<file path="src/rtl/load_ext_ctrl_pkg.sv">
// Shared definitions for the load sequencer: op encodings, FSM states,
// data width and the legality/alignment helpers used when a load is accepted.
package load_ext_ctrl_pkg;

  localparam int WORD_W = 32;

  typedef enum logic [2:0] {
    OP_LB  = 3'd0,
    OP_LBU = 3'd1,
    OP_LH  = 3'd2,
    OP_LHU = 3'd3,
    OP_LW  = 3'd4
  } load_op_e;

  typedef enum logic [1:0] {
    ST_IDLE = 2'd0,
    ST_REQ  = 2'd1,
    ST_RESP = 2'd2
  } state_e;

  // Codes 5..7 have no meaning and are rejected at accept time.
  function automatic logic op_legal(input logic [2:0] op);
    return (op <= OP_LW);
  endfunction

  // Bytes are always aligned; halfwords need an even address, words a multiple of 4.
  function automatic logic op_aligned(input logic [2:0] op, input logic [1:0] off);
    logic ok;
    case (op)
      OP_LH, OP_LHU: ok = (off[0] == 1'b0);
      OP_LW:         ok = (off == 2'b00);
      default:       ok = 1'b1;
    endcase
    return ok;
  endfunction

endpackage

</file>
<file path="src/rtl/load_ext_ctrl_if.sv">
// Word-wide data-memory read port with a req/ack handshake.
// The load controller is the master; the memory is the slave.
interface load_ext_ctrl_if;
  import load_ext_ctrl_pkg::*;

  logic              mem_req;
  logic [WORD_W-1:0] mem_addr;
  logic              mem_ack;
  logic [WORD_W-1:0] mem_rdata;

  modport master (
    output mem_req,
    output mem_addr,
    input  mem_ack,
    input  mem_rdata
  );

  modport slave (
    input  mem_req,
    input  mem_addr,
    output mem_ack,
    output mem_rdata
  );

endinterface

</file>
<file path="src/rtl/load_ext_ctrl_extend.sv">
// Combinational byte/halfword select and zero/sign extension of a
// little-endian memory word according to the load op and byte offset.
module load_extend
  import load_ext_ctrl_pkg::*;
(
  input  logic [2:0]        op_i,
  input  logic [1:0]        off_i,
  input  logic [WORD_W-1:0] word_i,
  output logic [WORD_W-1:0] result_o
);

  logic [7:0]  byte_sel;
  logic [15:0] half_sel;

  // Pick the addressed byte and halfword, then extend according to the op.
  always_comb begin
    case (off_i)
      2'd0:    byte_sel = word_i[7:0];
      2'd1:    byte_sel = word_i[15:8];
      2'd2:    byte_sel = word_i[23:16];
      default: byte_sel = word_i[31:24];
    endcase

    half_sel = off_i[1] ? word_i[31:16] : word_i[15:0];

    case (op_i)
      OP_LB:   result_o = {{24{byte_sel[7]}}, byte_sel};
      OP_LBU:  result_o = {24'b0, byte_sel};
      OP_LH:   result_o = {{16{half_sel[15]}}, half_sel};
      OP_LHU:  result_o = {16'b0, half_sel};
      OP_LW:   result_o = word_i;
      default: result_o = '0;
    endcase
  end

endmodule

</file>
<file path="src/rtl/load_ext_ctrl.sv">
// Load sequencer: accepts one load in IDLE, issues a word read, waits for
// ack (or times out), extends the returned data and reports it with a
// one-cycle done pulse. Illegal ops and misaligned addresses skip the bus.
module load_ext_ctrl
  import load_ext_ctrl_pkg::*;
#(
  parameter int TIMEOUT = 16,
  parameter int CNT_W   = 8
) (
  input  logic              clk,
  input  logic              rst_n,
  input  logic              start,
  input  logic [2:0]        op,
  input  logic [WORD_W-1:0] addr,
  load_ext_ctrl_if.master   mem,
  output logic              busy,
  output logic              done,
  output logic [WORD_W-1:0] rdata,
  output logic              err
);

  state_e            state_q, state_d;

  logic              mem_req_q, mem_req_d;
  logic [WORD_W-1:0] mem_addr_q, mem_addr_d;
  logic              busy_q, busy_d;
  logic              done_q, done_d;
  logic              err_q, err_d;
  logic [WORD_W-1:0] rdata_q, rdata_d;
  logic [CNT_W-1:0]  cnt_q, cnt_d;
  logic [2:0]        op_q, op_d;
  logic [1:0]        off_q, off_d;

  logic              accept_ok;
  logic              last_wait;
  logic [WORD_W-1:0] ext_word;

  assign accept_ok = op_legal(op) && op_aligned(op, addr[1:0]);
  assign last_wait = (cnt_q == CNT_W'(TIMEOUT - 1));

  load_extend u_extend (
    .op_i     (op_q),
    .off_i    (off_q),
    .word_i   (mem.mem_rdata),
    .result_o (ext_word)
  );

  // State register.
  always_ff @(posedge clk or negedge rst_n) begin
    if (!rst_n) begin
      state_q <= ST_IDLE;
    end else begin
      state_q <= state_d;
    end
  end

  // Next-state logic; an ack in the last wait cycle beats the timeout.
  always_comb begin
    state_d = state_q;
    case (state_q)
      ST_IDLE: begin
        if (start) begin
          state_d = accept_ok ? ST_REQ : ST_RESP;
        end
      end
      ST_REQ: begin
        if (mem.mem_ack || last_wait) begin
          state_d = ST_RESP;
        end
      end
      ST_RESP: state_d = ST_IDLE;
      default: state_d = ST_IDLE;
    endcase
  end

  // Next values of the registered outputs and the latched load context.
  always_comb begin
    mem_req_d  = mem_req_q;
    mem_addr_d = mem_addr_q;
    rdata_d    = rdata_q;
    op_d       = op_q;
    off_d      = off_q;
    cnt_d      = cnt_q;
    err_d      = 1'b0;
    busy_d     = (state_d != ST_IDLE);
    done_d     = (state_d == ST_RESP);
    case (state_q)
      ST_IDLE: begin
        mem_req_d = 1'b0;
        cnt_d     = '0;
        if (start) begin
          if (accept_ok) begin
            op_d       = op;
            off_d      = addr[1:0];
            mem_addr_d = {addr[WORD_W-1:2], 2'b00};
            mem_req_d  = 1'b1;
          end else begin
            err_d   = 1'b1;
            rdata_d = '0;
          end
        end
      end
      ST_REQ: begin
        if (mem.mem_ack) begin
          rdata_d   = ext_word;
          mem_req_d = 1'b0;
          cnt_d     = '0;
        end else if (last_wait) begin
          err_d     = 1'b1;
          rdata_d   = '0;
          mem_req_d = 1'b0;
          cnt_d     = '0;
        end else begin
          cnt_d = cnt_q + CNT_W'(1);
        end
      end
      ST_RESP: begin
        mem_req_d = 1'b0;
        cnt_d     = '0;
      end
      default: begin
        mem_req_d = 1'b0;
        cnt_d     = '0;
      end
    endcase
  end

  // Output and context registers; reset discards any load in flight.
  always_ff @(posedge clk or negedge rst_n) begin
    if (!rst_n) begin
      mem_req_q  <= 1'b0;
      mem_addr_q <= '0;
      busy_q     <= 1'b0;
      done_q     <= 1'b0;
      err_q      <= 1'b0;
      rdata_q    <= '0;
      cnt_q      <= '0;
      op_q       <= 3'd0;
      off_q      <= 2'd0;
    end else begin
      mem_req_q  <= mem_req_d;
      mem_addr_q <= mem_addr_d;
      busy_q     <= busy_d;
      done_q     <= done_d;
      err_q      <= err_d;
      rdata_q    <= rdata_d;
      cnt_q      <= cnt_d;
      op_q       <= op_d;
      off_q      <= off_d;
    end
  end

  assign mem.mem_req  = mem_req_q;
  assign mem.mem_addr = mem_addr_q;
  assign busy         = busy_q;
  assign done         = done_q;
  assign err          = err_q;
  assign rdata        = rdata_q;

endmodule

</file>
<file path="src/flat_wrapper.sv">
// flat-port wrapper written by rule: the top's interface ports become plain ports
module load_ext_ctrl_flat import load_ext_ctrl_pkg::*;
#(
  parameter int TIMEOUT = 16,
  parameter int CNT_W   = 8
)
  (clk, rst_n, start, op, addr, busy, done, rdata, err, mem_mem_req, mem_mem_addr, mem_mem_ack, mem_mem_rdata);
  load_ext_ctrl_if mem_i ();
  input  logic clk;
  input  logic rst_n;
  input  logic start;
  input  logic [2:0] op;
  input  logic [WORD_W-1:0] addr;
  output logic busy;
  output logic done;
  output logic [WORD_W-1:0] rdata;
  output logic err;
  output wire logic [$bits(mem_i.mem_req)-1:0] mem_mem_req;
  output wire logic [$bits(mem_i.mem_addr)-1:0] mem_mem_addr;
  input wire logic [$bits(mem_i.mem_ack)-1:0] mem_mem_ack;
  input wire logic [$bits(mem_i.mem_rdata)-1:0] mem_mem_rdata;
  assign mem_mem_req = mem_i.mem_req;
  assign mem_mem_addr = mem_i.mem_addr;
  assign mem_i.mem_ack = mem_mem_ack;
  assign mem_i.mem_rdata = mem_mem_rdata;
  load_ext_ctrl #(.TIMEOUT(TIMEOUT), .CNT_W(CNT_W)) u_core (.clk(clk), .rst_n(rst_n), .start(start), .op(op), .addr(addr), .mem(mem_i), .busy(busy), .done(done), .rdata(rdata), .err(err));
endmodule
</file>
<file path="config.mk">
export PLATFORM = sky130hd
export DESIGN_NAME = load_ext_ctrl_flat
export DESIGN_NICKNAME = d
export VERILOG_FILES = /design/src/rtl/load_ext_ctrl_pkg.sv /design/src/rtl/load_ext_ctrl_if.sv /design/src/rtl/load_ext_ctrl_extend.sv /design/src/rtl/load_ext_ctrl.sv /design/src/flat_wrapper.sv
export SDC_FILE = /design/constraint.sdc
export NUM_CORES = 1
export LEC_CHECK = 0
export CELL_PAD_IN_SITES_DETAIL_PLACEMENT = 1
export CELL_PAD_IN_SITES_GLOBAL_PLACEMENT = 1
export CORE_ASPECT_RATIO = 0.75
export CORE_UTILIZATION = 30
export DETAILED_ROUTE_END_ITERATION = 12
export HOLD_SLACK_MARGIN = 0.15
export MAX_ROUTING_LAYER = met4
export PLACE_DENSITY = 0.75
export SLEW_MARGIN = 20
export SYNTH_ARGS = -nofsm -noshare
export SYNTH_HDL_FRONTEND = slang
export SYNTH_SLANG_ARGS = --single-unit
</file>
<file path="constraint.sdc">
create_clock -name clk -period 1.6 [get_ports clk]
set_input_delay 0.4 -clock clk [delete_from_list [all_inputs] [get_ports clk]]
set_output_delay 0.4 -clock clk [all_outputs]
set_load 0.05 [all_outputs]
</file>
Word level (Yosys, flattened, before mapping)
Index checks and enable logic that the tools add are counted.
Widths: inputs -> output; s select.
Storage, ports and cells
  flip-flop bits (word level): 81
  bits of input ports: 71
  output and inout bits: 68
  logic and storage cells: 65
Cells by class
  add/sub/neg operators: 1
  magnitude comparators: 1
  eq/ne operators: 15
  mux-type cells: 26
  bitwise gates (word level): 1
  reductions and logical operators: 11
Operators with widths (number)
  $pmux 32 s5: 1
  $mux 32: 4
  $pmux 32 s2: 1
  $mux 8: 3
  $pmux 8 s3: 1
  $mux 16: 1
  $eq 3x2->1 const B: 4
  $add 8x1->8 const B: 1
  $eq 8x4->1 const B: 1
  $mux 1: 8
  $eq 3x3->1 const B: 2
  $logic_not 2->1: 3
  $mux 2: 3
  $pmux 1 s2: 3
  $eq 2x1->1 const B: 2
  $eq 2x2->1 const B: 2
  $ne 2x2->1 const B: 2
  $pmux 2 s2: 1
  $reduce_and 4->1: 1
  $reduce_bool 2->1: 2
  $eq 3x1->1 const B: 1
  $le 3x3->1 const B: 1
  $logic_not 3->1: 1
  $ne 3x2->1 const B: 1
  5 further kinds: 5

Depth between registers and ports, before layout
Gate-level depths: netlist of the first run.
  depth in word-level cells: 8
  gate-level depth with buffers: 7

Modules after synthesis
Synthesis of the first run repeated with hierarchy kept, for this count alone.
Unflattened totals
  cells, all modules: 457
  area, all modules: 4892.2 sq um
Modules (own cells, without submodules)
  load_ext_ctrl: times used 1, cells each 321, area each 3858.7 sq um, sequential area each 2026.9 sq um
  load_extend: times used 1, cells each 136, area each 1033.5 sq um, sequential area each 0.0 sq um

Least setup slack after synthesis of the first run
OpenSTA, ideal clock, no wires.
  kind: reg2reg
  start: reg u_core.cnt_q[4]
  end: reg u_core.rdata_q[23] (netlist: u_core.rdata[23])
  library setup time: 0.126 ns
  arrival time: 1.511 ns
  slack: -0.037 ns
  stages on the path, launching flop included: 6
  buffers on the path: 1
  period minus slack after synthesis: 1.637 ns
  path through: dfrtp_1 -> or4_4 -> o21bai_2 -> a32oi_2 -> buf_6 -> o2bb2ai_2
On the way
  word-level cells in the longest chain between the ends: 3
RTL lines
  start: declaration: line load_ext_ctrl.sv:30  | logic [CNT_W-1:0] cnt_q, cnt_d;
  start signal: assignment: line load_ext_ctrl.sv:147  | cnt_q <= cnt_d;
  $eq 8x4->1: line load_ext_ctrl.sv:39  | assign last_wait = (cnt_q == CNT_W'(TIMEOUT - 1));
  $ne 3x2->1 (no source line)
  $reduce_and 4->1 (no source line)
  end signal: assignment: line load_ext_ctrl.sv:146  | rdata_q <= rdata_d;
  end: declaration: line load_ext_ctrl.sv:29  | logic [WORD_W-1:0] rdata_q, rdata_d;
Every way passes these cells.
A chain may end at the register's enable or synchronous reset.

Worst setup path after layout of the first run
  start: reg u_core.off_q[1]
  end: reg u_core.rdata_q[10] (netlist: u_core.rdata[10])
On the way
  word-level cells in the longest chain between the ends: 5
  elaborated cells between the ends (all ways): 8
  those cells by class: eq/ne: 2; mux: 5; reduce/logical: 1
RTL lines
  start: declaration: line load_ext_ctrl.sv:32  | logic [1:0] off_q, off_d;
  start signal: assignment: line load_ext_ctrl.sv:139  | off_q <= 2'd0;
  start signal: assignment: line load_ext_ctrl.sv:149  | off_q <= off_d;
  $eq 2x2->1, or another cell as far along: line load_ext_ctrl_extend.sv:17  | case (off_i)
  $pmux 8 s3: line load_ext_ctrl_extend.sv:17
  $pmux 32 s5 (*): line load_ext_ctrl_extend.sv:26  | case (op_i)
  $mux 32 (*): line load_ext_ctrl.sv:104  | if (mem.mem_ack) begin
  $pmux 32 s2 (*): line load_ext_ctrl.sv:87  | case (state_q)
Mark *: on every way between the ends. The rest lies on a longest branch, timed or not.

==> results.json, run 1 <==
{
  "placed_area_um2": 6340,
  "arrival_ns": 2.05,
  "path_delay_family": "multiplexers",
  "drv_slew": 0,
  "antenna_found_initial": 0,
  "finalInstanceArea_um2": 7450,
  "finalSetupViolCount": 44,
  "dp_slack_ns": -0.967,
  "grt_max_degree": 33,
  "power_density_nw_per_um2": 1750,
  "worstHoldPathType": "input port to flip-flop",
  "dp.cells": 619,
  "synth_seq_cells": 81,
  "diodes": 0,
  "grt_pass1_wl_mm": 21.9,
  "critPathMaxStageDelay_ns": 0.52,
  "dpl.hpwl_mm": 9.61,
  "tns_ns": -6.53,
  "rsz0062_at_grt": "true",
  "dr.pass1.iters": 4,
  "cts_tree": "yes",
  "netlist_instances": 293,
  "met1_usage_pct": 28.4,
  "syn_area_um2": 3820,
  "synth-edff-count": 0,
  "clkLatencyLatePin_ns": 0.35,
  "holdPathEnd": "u_core.op_q[1]",
  "rrSetupSlack_ns": -0.22,
  "cp_max_fo": 8,
  "ant_nets": 0,
  "core_um2": 12300,
  "die_y_um": 99.8,
  "ys_async_sr_fraction_pct": 100,
  "grt_overflow": 0,
  "finalPower_mw": 13.1,
  "status": "finished, violations left",
  "min_from": "op[1]",
  "viasPerCell": 5.32,
  "nets": 564,
  "hold_slack_ns": 0.397,
  "ios": 139,
  "crit_buf_inv": 1,
  "port-buffer-count": 136,
  "post_drt_wl_per_cell_um": 24.4,
  "cap_violations": 0,
  "peakVddDrop_uv": 970,
  "numCtsBuffers": 9,
  "cp_slowest_cell": "mux4_2",
  "postLayoutCoreUtil_pct": 60.3,
  "hold_path_depth": 2,
  "hold_viol": 0,
  "cts_root_buffer": "clkbuf_16",
  "fin_cells": 663,
  "top_usage_layer": "met2",
  "drive_gt1_share_pct": 55.9,
  "fin_crit_ns": 1.82,
  "cts.clk_slew.worst_paths_ns": 0.06,
  "clock_path_buffers": 2,
  "min_period_over_period_pct": 114,
  "drt_iter0_drc": 175,
  "critical_path_class": "flip-flop to flip-flop",
  "violations": "negative setup slack",
  "grt_usage_pct": 22.7,
  "setup_slack_ns": -0.218,
  "gr-usage-met2_pct": 36.4,
  "postRouteWirelength_mm": 16.2,
  "fp.dieW_um": 132,
  "reg2reg_depth": 5,
  "finClkSkew_ns": 0.00862,
  "vias": 3526,
  "yosys_most_used_dff": "dfrtp_1",
  "syn_area_per_cell_um2": 13.0,
  "r2r-end": "u_core.rdata[10]",
  "cp-end-kind": "flip-flop",
  "grt_pass1_vias": 3804,
  "fp-row-count": 35,
  "start_kind": "flip-flop",
  "synth_cell_types": 49,
  "worstPathRequired_ns": 1.83,
  "area_delta_synth_final_pct": 94.9,
  "cp_cell_sequence": "mux4_2, and3b_2, a221oi_2, buf_4, o2bb2ai_2",
  "start_util_pct": 31.0,
  "fmax_ghz": 0.550,
  "timing.rr.start": "u_core.off_q[1]",
  "leakage_nw": 3.14,
  "seq_area_frac_synth_pct": 53.0,
  "routabilityCongestion": 0.876,
  "htree_levels": 3,
  "cts_sinks": 81,
  "grt_use_met3_pct": 5.76,
  "yosysWarnings": 0,
  "drcViolationCount": 0,
  "dieArea_um2": 13200
}
[logic make-up (layout without fill, tap and decap cells)]
kind of cell	Yosys count	in the layout	synth area share, %
fa+ha+maj	1	1	0.327
other cells	1	2	0.0981
compound gates	87	87	20.1
buf+inv	29	232	4.81
xor+xnor	5	5	1.15
simple gates	44	44	7.00
flops	81	81	53.0
mux	45	45	13.5
[worst reg2reg max path, stage by stage (launching register included)]
cell and delay, ns:
dfrtp_2 0.41, mux4_2 0.52, and3b_2 0.31, a221oi_2 0.22, buf_4 0.17, o2bb2ai_2 0.06
[power breakdown]
part / switching [mW] / internal, mW
registers: 0.689 / 2.59
clock network: 0.905 / 1.38
logic: 3.70 / 3.79
total: 5.29 / 7.76
[cell usage after synthesis, types with 3 or more instances]
| library cell | number | area share (%) |
|---|---|---|
| a31oi_1 | 4 | 0.65 |
| and3_1 | 3 | 0.49 |
| mux2_2 | 42 | 12 |
| o21ai_0 | 7 | 0.92 |
| a22oi_1 | 20 | 3.9 |
| nand3_1 | 7 | 0.92 |
| a21o_1 | 5 | 0.98 |
| clkbuf_1 | 4 | 0.39 |
| o2bb2ai_2 | 10 | 3.9 |
| o2bb2ai_1 | 18 | 4.1 |
| inv_1 | 5 | 0.49 |
| a21oi_1 | 3 | 0.39 |
| buf_6 | 6 | 1.8 |
| buf_2 | 8 | 1.0 |
| buf_4 | 5 | 0.98 |
| xor2_1 | 3 | 0.69 |
| nor2_1 | 11 | 1.1 |
| a221oi_1 | 12 | 2.7 |
| dfrtp_1 | 81 | 53 |
[metal layers]
metal / wire [um] / share of wire, %
met5: 0 / 0
met4: 218 / 1.3
met3: 974 / 6.0
met2: 8000 / 50
met1: 6960 / 43
[layout make-up]
| type | instances | area [um2] |
|---|---|---|
| tap | 166 | 208 |
| clock buffer | 10 | 229 |
| sequential | 81 | 2030 |
| fill | 1175 | 4900 |
| timing repair buffer | 211 | 2820 |
| clock inverter | 6 | 90.1 |
| multi-input combinational | 184 | 2050 |
| inverter | 5 | 23.8 |
[placed cells by master (no fill, tap or decap), types with 4 or more instances in the layout]
master,synthesis,layout
nor2_2,0,4
dfrtp_1,81,77
o2bb2ai_4,0,5
dfrtp_2,0,4
a31oi_1,4,4
buf_4,5,52
a21o_1,5,5
dlygate4sd2_1,0,6
o21ai_0,7,5
buf_6,6,7
a22oi_1,20,5
a22oi_2,0,15
o2bb2ai_2,10,10
clkdlybuf4s50_1,0,60
clkbuf_16,0,11
buf_12,0,76
nand3_1,7,6
a221oi_2,1,10
mux2_2,42,42
nor2_1,11,4
o2bb2ai_1,18,13
[state kept, by name, summed over array words and instances (netlist names)]
register,count
u_core.cnt_q,8
u_core.done,1
u_core.mem.mem_req,1
u_core.err,1
u_core.rdata,32
u_core.off_q,2
u_core.mem.mem_addr,30
u_core.op_q,3
u_core.busy,1
u_core.state_q,2
[worst max-delay path by stage]
stage	startpoint	to	slack [ns]	cells past startpoint
5_1_grt	u_core.op_q[2]	u_core.rdata[10]	-0.31	7
6_report	u_core.off_q[1]	u_core.rdata[10]	-0.22	5
4_1_cts	u_core.cnt_q[4]	u_core.rdata[0]	-0.20	6
2_1_floorplan	u_core.op_q[1]	u_core.rdata[10]	0.004	6
3_5_place_dp	mem_mem_rdata[15]	u_core.rdata[18]	-0.97	5
3_3_place_gp	mem_mem_rdata[15]	u_core.rdata[25]	-0.82	5
[repair_timing]
| action | 4_1_cts | 5_1_grt |
|---|---|---|
| resized for setup | 37 | 64 |
| buffers inserted | 9 | 13 |
| endpoints found under the setup margin | 71 | 78 |
| pin swaps | 6 | 38 |
| gates cloned | 3 | 2 |
| hold buffers | 1 | 0 |
| hold endpoints to repair | 29 | 0 |
No activity file was read; power rests on OpenSTA's default activity.
==> inputs of run 2 (changes only) <==
--- a/config.mk
+++ b/config.mk
@@ -10,10 +10,13 @@
 export CORE_ASPECT_RATIO = 0.75
 export CORE_UTILIZATION = 30
 export DETAILED_ROUTE_END_ITERATION = 12
+export GPL_TIMING_DRIVEN = 0
 export HOLD_SLACK_MARGIN = 0.15
 export MAX_ROUTING_LAYER = met4
 export PLACE_DENSITY = 0.75
+export SKIP_CTS_REPAIR_TIMING = 1
 export SLEW_MARGIN = 20
 export SYNTH_ARGS = -nofsm -noshare
 export SYNTH_HDL_FRONTEND = slang
 export SYNTH_SLANG_ARGS = --single-unit
+export TNS_END_PERCENT = 5
==> run 2 against run 1 <==
The flow still finishes with violations (negative setup slack). First-iteration DRC count up 4.6%. Critical path type unchanged. Clock skew barely moved. Critical endpoint is now u_core.rdata[14]. Routed wire length is 24% lower. Setup slack better by 0.028 ns. Global-route usage is 3.7 points lower. Clock power is 2% lower.
==> results.json, run 2 (synthesis results as in run 1) <==
{
  "fmax_ghz": 0.559,
  "clock_path_buffers": 2,
  "drv_slew": 0,
  "drt_iter0_drc": 183,
  "ant_nets": 0,
  "leakage_nw": 3.48,
  "wl_met2_mm": 5.62,
  "layout_common_cells": "dfrtp_1, dlymetal6s2s_1, clkdlybuf4s50_1",
  "area_delta_synth_final_pct": 67.4,
  "cp_cell_sequence": "buf_4, mux4_2, and3b_4, a221oi_2, o2bb2ai_1",
  "fin_crit_ns": 1.79,
  "postLayoutCoreUtil_pct": 51.8,
  "finClkSkew_ns": 0.00815,
  "finalSetupViolCount": 33,
  "nets": 527,
  "status": "finished, violations left",
  "critPathLaunch": "u_core.off_q[1]",
  "r2r-end": "u_core.rdata[14]",
  "grt_pass1_wl_mm": 18.6,
  "drcViolationCount": 0,
  "arrival_ns": 1.99,
  "die_y_um": 99.8,
  "routabilityCongestion": 0.831,
  "wl_met3_um": 712,
  "violations": "negative setup slack",
  "port-buffer-count": 136,
  "dp_slack_ns": -0.917,
  "dpl.hpwl_mm": 8.81,
  "tns_ns": -4.13,
  "start_util_pct": 31.0,
  "reg2reg_depth": 5,
  "fp-row-count": 35,
  "cp_max_fo": 8,
  "start_kind": "flip-flop",
  "switching_share_pct": 42.3,
  "rsz0062_at_grt": "true",
  "grt_pass1_vias": 3265,
  "maxUsedRoutingLayer": "met4",
  "p_sw_mw": 4.52,
  "post_drt_wl_per_cell_um": 19.4,
  "cts.clk_slew.worst_paths_ns": 0.06,
  "largest_register_ffs": 32,
  "rrSetupSlack_ns": -0.19,
  "worstPathRequired_ns": 1.80,
  "p_comb_share_pct": 51.8,
  "power_density_nw_per_um2": 1670,
  "cts_sinks": 81,
  "hold_slack_ns": 0.391,
  "grt_usage_pct": 19.0,
  "hold_path_depth": 2,
  "grt_max_degree": 46,
  "min_from": "op[2]",
  "timing.rr.start": "u_core.off_q[1]",
  "postRouteWirelength_mm": 12.2,
  "finalPower_mw": 10.7,
  "tightest_slew_ns": 0.547,
  "core_um2": 12300,
  "drive_gt1_share_pct": 32.4,
  "vias": 3194,
  "mostFrequentLayoutCell": "dfrtp_1",
  "hold_viol": 0,
  "worstHoldPathType": "input port to flip-flop",
  "ios": 139,
  "max_slew_margin_pct": 63.3,
  "grt_overflow": 0,
  "seqPwrFrac_pct": 27.4,
  "fp.dieW_um": 132,
  "pwr-share-clk_pct": 20.8,
  "cap_violations": 0,
  "min_period_over_period_pct": 112,
  "dieArea_um2": 13200,
  "critPathMaxStageDelay_ns": 0.54,
  "cp_slowest_cell": "mux4_2",
  "clkLatencyLatePin_ns": 0.34,
  "critical_path_class": "flip-flop to flip-flop",
  "internal-power_mw": 6.16,
  "numCtsBuffers": 9,
  "dr.pass1.iters": 4,
  "setup_slack_ns": -0.190,
  "wirelength_met1_mm": 5.76,
  "cp-end-kind": "flip-flop",
  "antenna_found_initial": 3,
  "cts_root_buffer": "clkbuf_16",
  "cts_tree": "yes",
  "holdPathEnd": "u_core.op_q[2]",
  "htree_levels": 3,
  "viasPerCell": 5.08,
  "peakVddDrop_uv": 1160
}
==> run 2: changes by cell type in the layout (fill, tap and decap cells not counted), moves of 6 or more <==
cell            delta
dlymetal6s2s_1    +73
buf_4             -36
buf_12            -71
a22oi_1           +15
a22oi_2           -15
dlygate4sd2_1      -6
==> run 2: final cells by class <==
cell class | count | area (um2)
tap | 166 | 208
clock inverter | 7 | 95.1
sequential | 81 | 2030
fill | 1236 | 5950
buffer | 22 | 241
inverter | 5 | 18.8
timing repair buffer | 152 | 1690
multi-input combinational | 184 | 1880
clock buffer | 9 | 225
antenna | 3 | 7.51
==> run 2: per-layer routing <==
layer | vias to the layer above | global-route usage (%)
met4 | 0 | 4.86
met3 | 9 | 5.25
met1 | 1635 | 25.7
met5 | - | -
met2 | 102 | 28.0
li1 | 1448 | -
==> run 2: critical path, delay by kind of cell (launching register included) <==
family                 cells  cell delay (ns)
muxes                      1             0.54
DFF                        1             0.36
AOI/OAI and AO/OA          2             0.35
and+or+nand+nor            1             0.28
buffers and inverters      1             0.13
==> run 2: worst max path at each step <==
stage	end	slack, ns
global route	u_core.rdata[25]	-0.23
floorplan	u_core.rdata[10]	0.004
CTS	u_core.rdata[11]	-0.56
detailed placement	u_core.rdata[11]	-0.92
finish	u_core.rdata[14]	-0.19
global placement	u_core.mem.mem_addr[16]	-2.84
==> run 2: power groups by stage <==
stage / registers [mW] / clock network, mW / logic (mW)
final: 2.92 / 2.23 / 5.53
after global routing: 3.00 / 2.36 / 5.79
after CTS: 2.93 / 2.28 / 5.05
after detailed placement: 2.96 / 0 / 5.02
after global placement: 2.92 / 0 / 4.95
after floorplan: 4.61 / 0 / 1.60
==> run 2: metrics by stage <==
stage	instances	instance area, um2
4_1_cts	613	5760
3_3_place_gp	596	5410
3_5_place_dp	597	5440
6_report	629	6400
2_1_floorplan	294	3840
5_1_grt	629	6400
==> inputs of run 3 (changes only) <==
--- a/config.mk
+++ b/config.mk
@@ -13,10 +13,9 @@
 export GPL_TIMING_DRIVEN = 0
 export HOLD_SLACK_MARGIN = 0.15
 export MAX_ROUTING_LAYER = met4
-export PLACE_DENSITY = 0.75
+export PLACE_DENSITY = 0.73
 export SKIP_CTS_REPAIR_TIMING = 1
 export SLEW_MARGIN = 20
 export SYNTH_ARGS = -nofsm -noshare
 export SYNTH_HDL_FRONTEND = slang
 export SYNTH_SLANG_ARGS = --single-unit
-export TNS_END_PERCENT = 5
==> constraint.sdc (replaced) <==
create_clock -name clk -period 2 [get_ports clk]
set_input_delay 0.5 -clock clk [delete_from_list [all_inputs] [get_ports clk]]
set_output_delay 0.5 -clock clk [all_outputs]
set_load 0.05 [all_outputs]
==> run 3 against run 2 <==
Routed wire length shrank 6.8%. Final cell count shrank 1.6%. Die area stayed put. The flow now finishes without violations. Via count is 3.4% lower. Total power down 25%. Clock power decreased by 29%. Critical path type is now input port to flip-flop. Sequential share of layout area grew 1.7 points. Largest cell class unchanged. Clock-buffer cell count is 1 higher. Cell area decreased by 5.3%. Setup slack better by 0.20 ns. Critical endpoint is now u_core.rdata[9]. Core utilization is 2.7 points lower. Flip-flop and latch count stayed put. Highest routed layer unchanged.
==> results.json, run 3 (synthesis results as in run 1) <==
{
  "pwr-share-clk_pct": 19.7,
  "cp_max_fo": 8,
  "die_y_um": 99.8,
  "wirelength_met1_mm": 5.18,
  "power_density_nw_per_um2": 1330,
  "start_util_pct": 31.0,
  "ios": 139,
  "viasPerCell": 4.99,
  "seqPwrFrac_pct": 28.7,
  "internal-power_mw": 4.55,
  "clkLatencyLatePin_ns": 0.34,
  "maxUsedRoutingLayer": "met4",
  "cts.clk_slew.worst_paths_ns": 0.06,
  "mostFrequentLayoutCell": "dfrtp_1",
  "critical_path_class": "input port to flip-flop",
  "diodes": 0,
  "status": "complete, no violations",
  "wl_met3_um": 839,
  "worstPathRequired_ns": 2.20,
  "wl_met2_mm": 5.24,
  "start_kind": "input port",
  "p_comb_share_pct": 51.6,
  "fp.dieW_um": 132,
  "drive_gt1_share_pct": 27.2,
  "clock_path_buffers": 2,
  "core_um2": 12300,
  "cts_tree": "yes",
  "max_slew_margin_pct": 63.0,
  "fin_cells": 619,
  "layout_common_cells": "dfrtp_1, clkdlybuf4s50_1, dlymetal6s2s_1",
  "largest_register_ffs": 32,
  "area_delta_synth_final_pct": 58.6,
  "tightest_slew_ns": 0.554,
  "drt_iter0_drc": 107,
  "postLayoutCoreUtil_pct": 49.1,
  "antenna_found_initial": 0,
  "p_sw_mw": 3.51,
  "hold_slack_ns": 0.448,
  "grt_overflow": 0,
  "drv_slew": 0,
  "post_drt_wl_per_cell_um": 18.4,
  "min_period_over_period_pct": 99.7,
  "routabilityCongestion": 0.898,
  "multi_input_area_um2": 1760,
  "grt_usage_pct": 18.0,
  "cap_violations": 0,
  "fin_crit_ns": 1.99,
  "finalInstanceArea_um2": 6060,
  "port-buffer-count": 136,
  "hold_viol": 0,
  "numCtsBuffers": 9,
  "dpl.hpwl_mm": 8.38,
  "grt_pass1_wl_mm": 17.6,
  "grt_max_degree": 54,
  "dr.pass1.iters": 4,
  "drcViolationCount": 0,
  "leakage_nw": 3.28,
  "finalSetupViolCount": 0,
  "fill_cells": 1297,
  "cts_root_buffer": "clkbuf_16",
  "vias": 3086,
  "peakVddDrop_uv": 827,
  "cts_sinks": 81,
  "arrival_ns": 2.19,
  "switching_share_pct": 43.6,
  "regArea_um2": 2030,
  "fp-row-count": 35,
  "placed_area_um2": 5420,
  "fmax_ghz": 0.502,
  "ant_nets": 0,
  "dp.cells": 597,
  "finClkSkew_ns": 0.00733,
  "htree_levels": 3,
  "nets": 520,
  "postRouteWirelength_mm": 11.4,
  "grt_pass1_vias": 3292,
  "cp-end-kind": "flip-flop",
  "worstHoldPathType": "flip-flop to flip-flop",
  "dieArea_um2": 13200
}
[run 3: power groups by stage]
stage | registers (mW) | logic, mW | clock network [mW]
final | 2.31 | 4.16 | 1.59
after global routing | 2.37 | 4.37 | 1.70
after CTS | 2.33 | 4.02 | 1.65
after detailed placement | 2.36 | 4.00 | 0
after global placement | 2.33 | 3.94 | 0
after floorplan | 3.69 | 1.28 | 0
[run 3: final timing paths]
path | start | to | slack, ns | depth (start not counted)
hold reg to reg | u_core.cnt_q[0] | u_core.cnt_q[0] | 0.45 | 1
max in group asynchronous | rst_n | u_core.rdata[7] | 0.77 | 3
hold / removal | u_core.cnt_q[0] | u_core.cnt_q[0] | 0.45 | 1
setup reg to reg | u_core.op_q[1] | u_core.rdata[9] | 0.11 | 6
setup / recovery | mem_mem_rdata[23] | u_core.rdata[9] | 0.006 | 5
min in group asynchronous | rst_n | u_core.rdata[0] | 0.64 | 2
[run 3: metal layers]
layer,track usage [%],vias up
met5,-,-
met4,4.60,0
met3,5.76,11
met2,27.6,102
met1,22.9,1549
li1,-,1424
[run 3: worst max-delay path: stages]
cell             delay (ns)
clkdlybuf4s50_1        0.51
mux4_2                 0.53
and3b_4                0.27
a221oi_1               0.27
o2bb2ai_1              0.11
[run 3: stage by stage]
stage	power (mW)	TNS (ns)	setup WS (ns)
after floorplan	4.96	0	0.318
after global placement	6.28	-233.40	-2.57
after detailed placement	6.36	-28.83	-0.610
after CTS	8.01	-5.93	-0.261
after global routing	8.44	-0.0356	-0.0356
final	8.06	0	0.00610
[run 3: cell type report]
class                           instances  area share, %
Clock buffer                           10           3.94
Buffer                                 23           2.66
Inverter                                5          0.310
Clock inverter                          6          0.805
Sequential cell                        81           33.4
Multi-Input combinational cell        184           29.0
Timing Repair Buffer                  144           26.4
Tap cell                              166           3.43
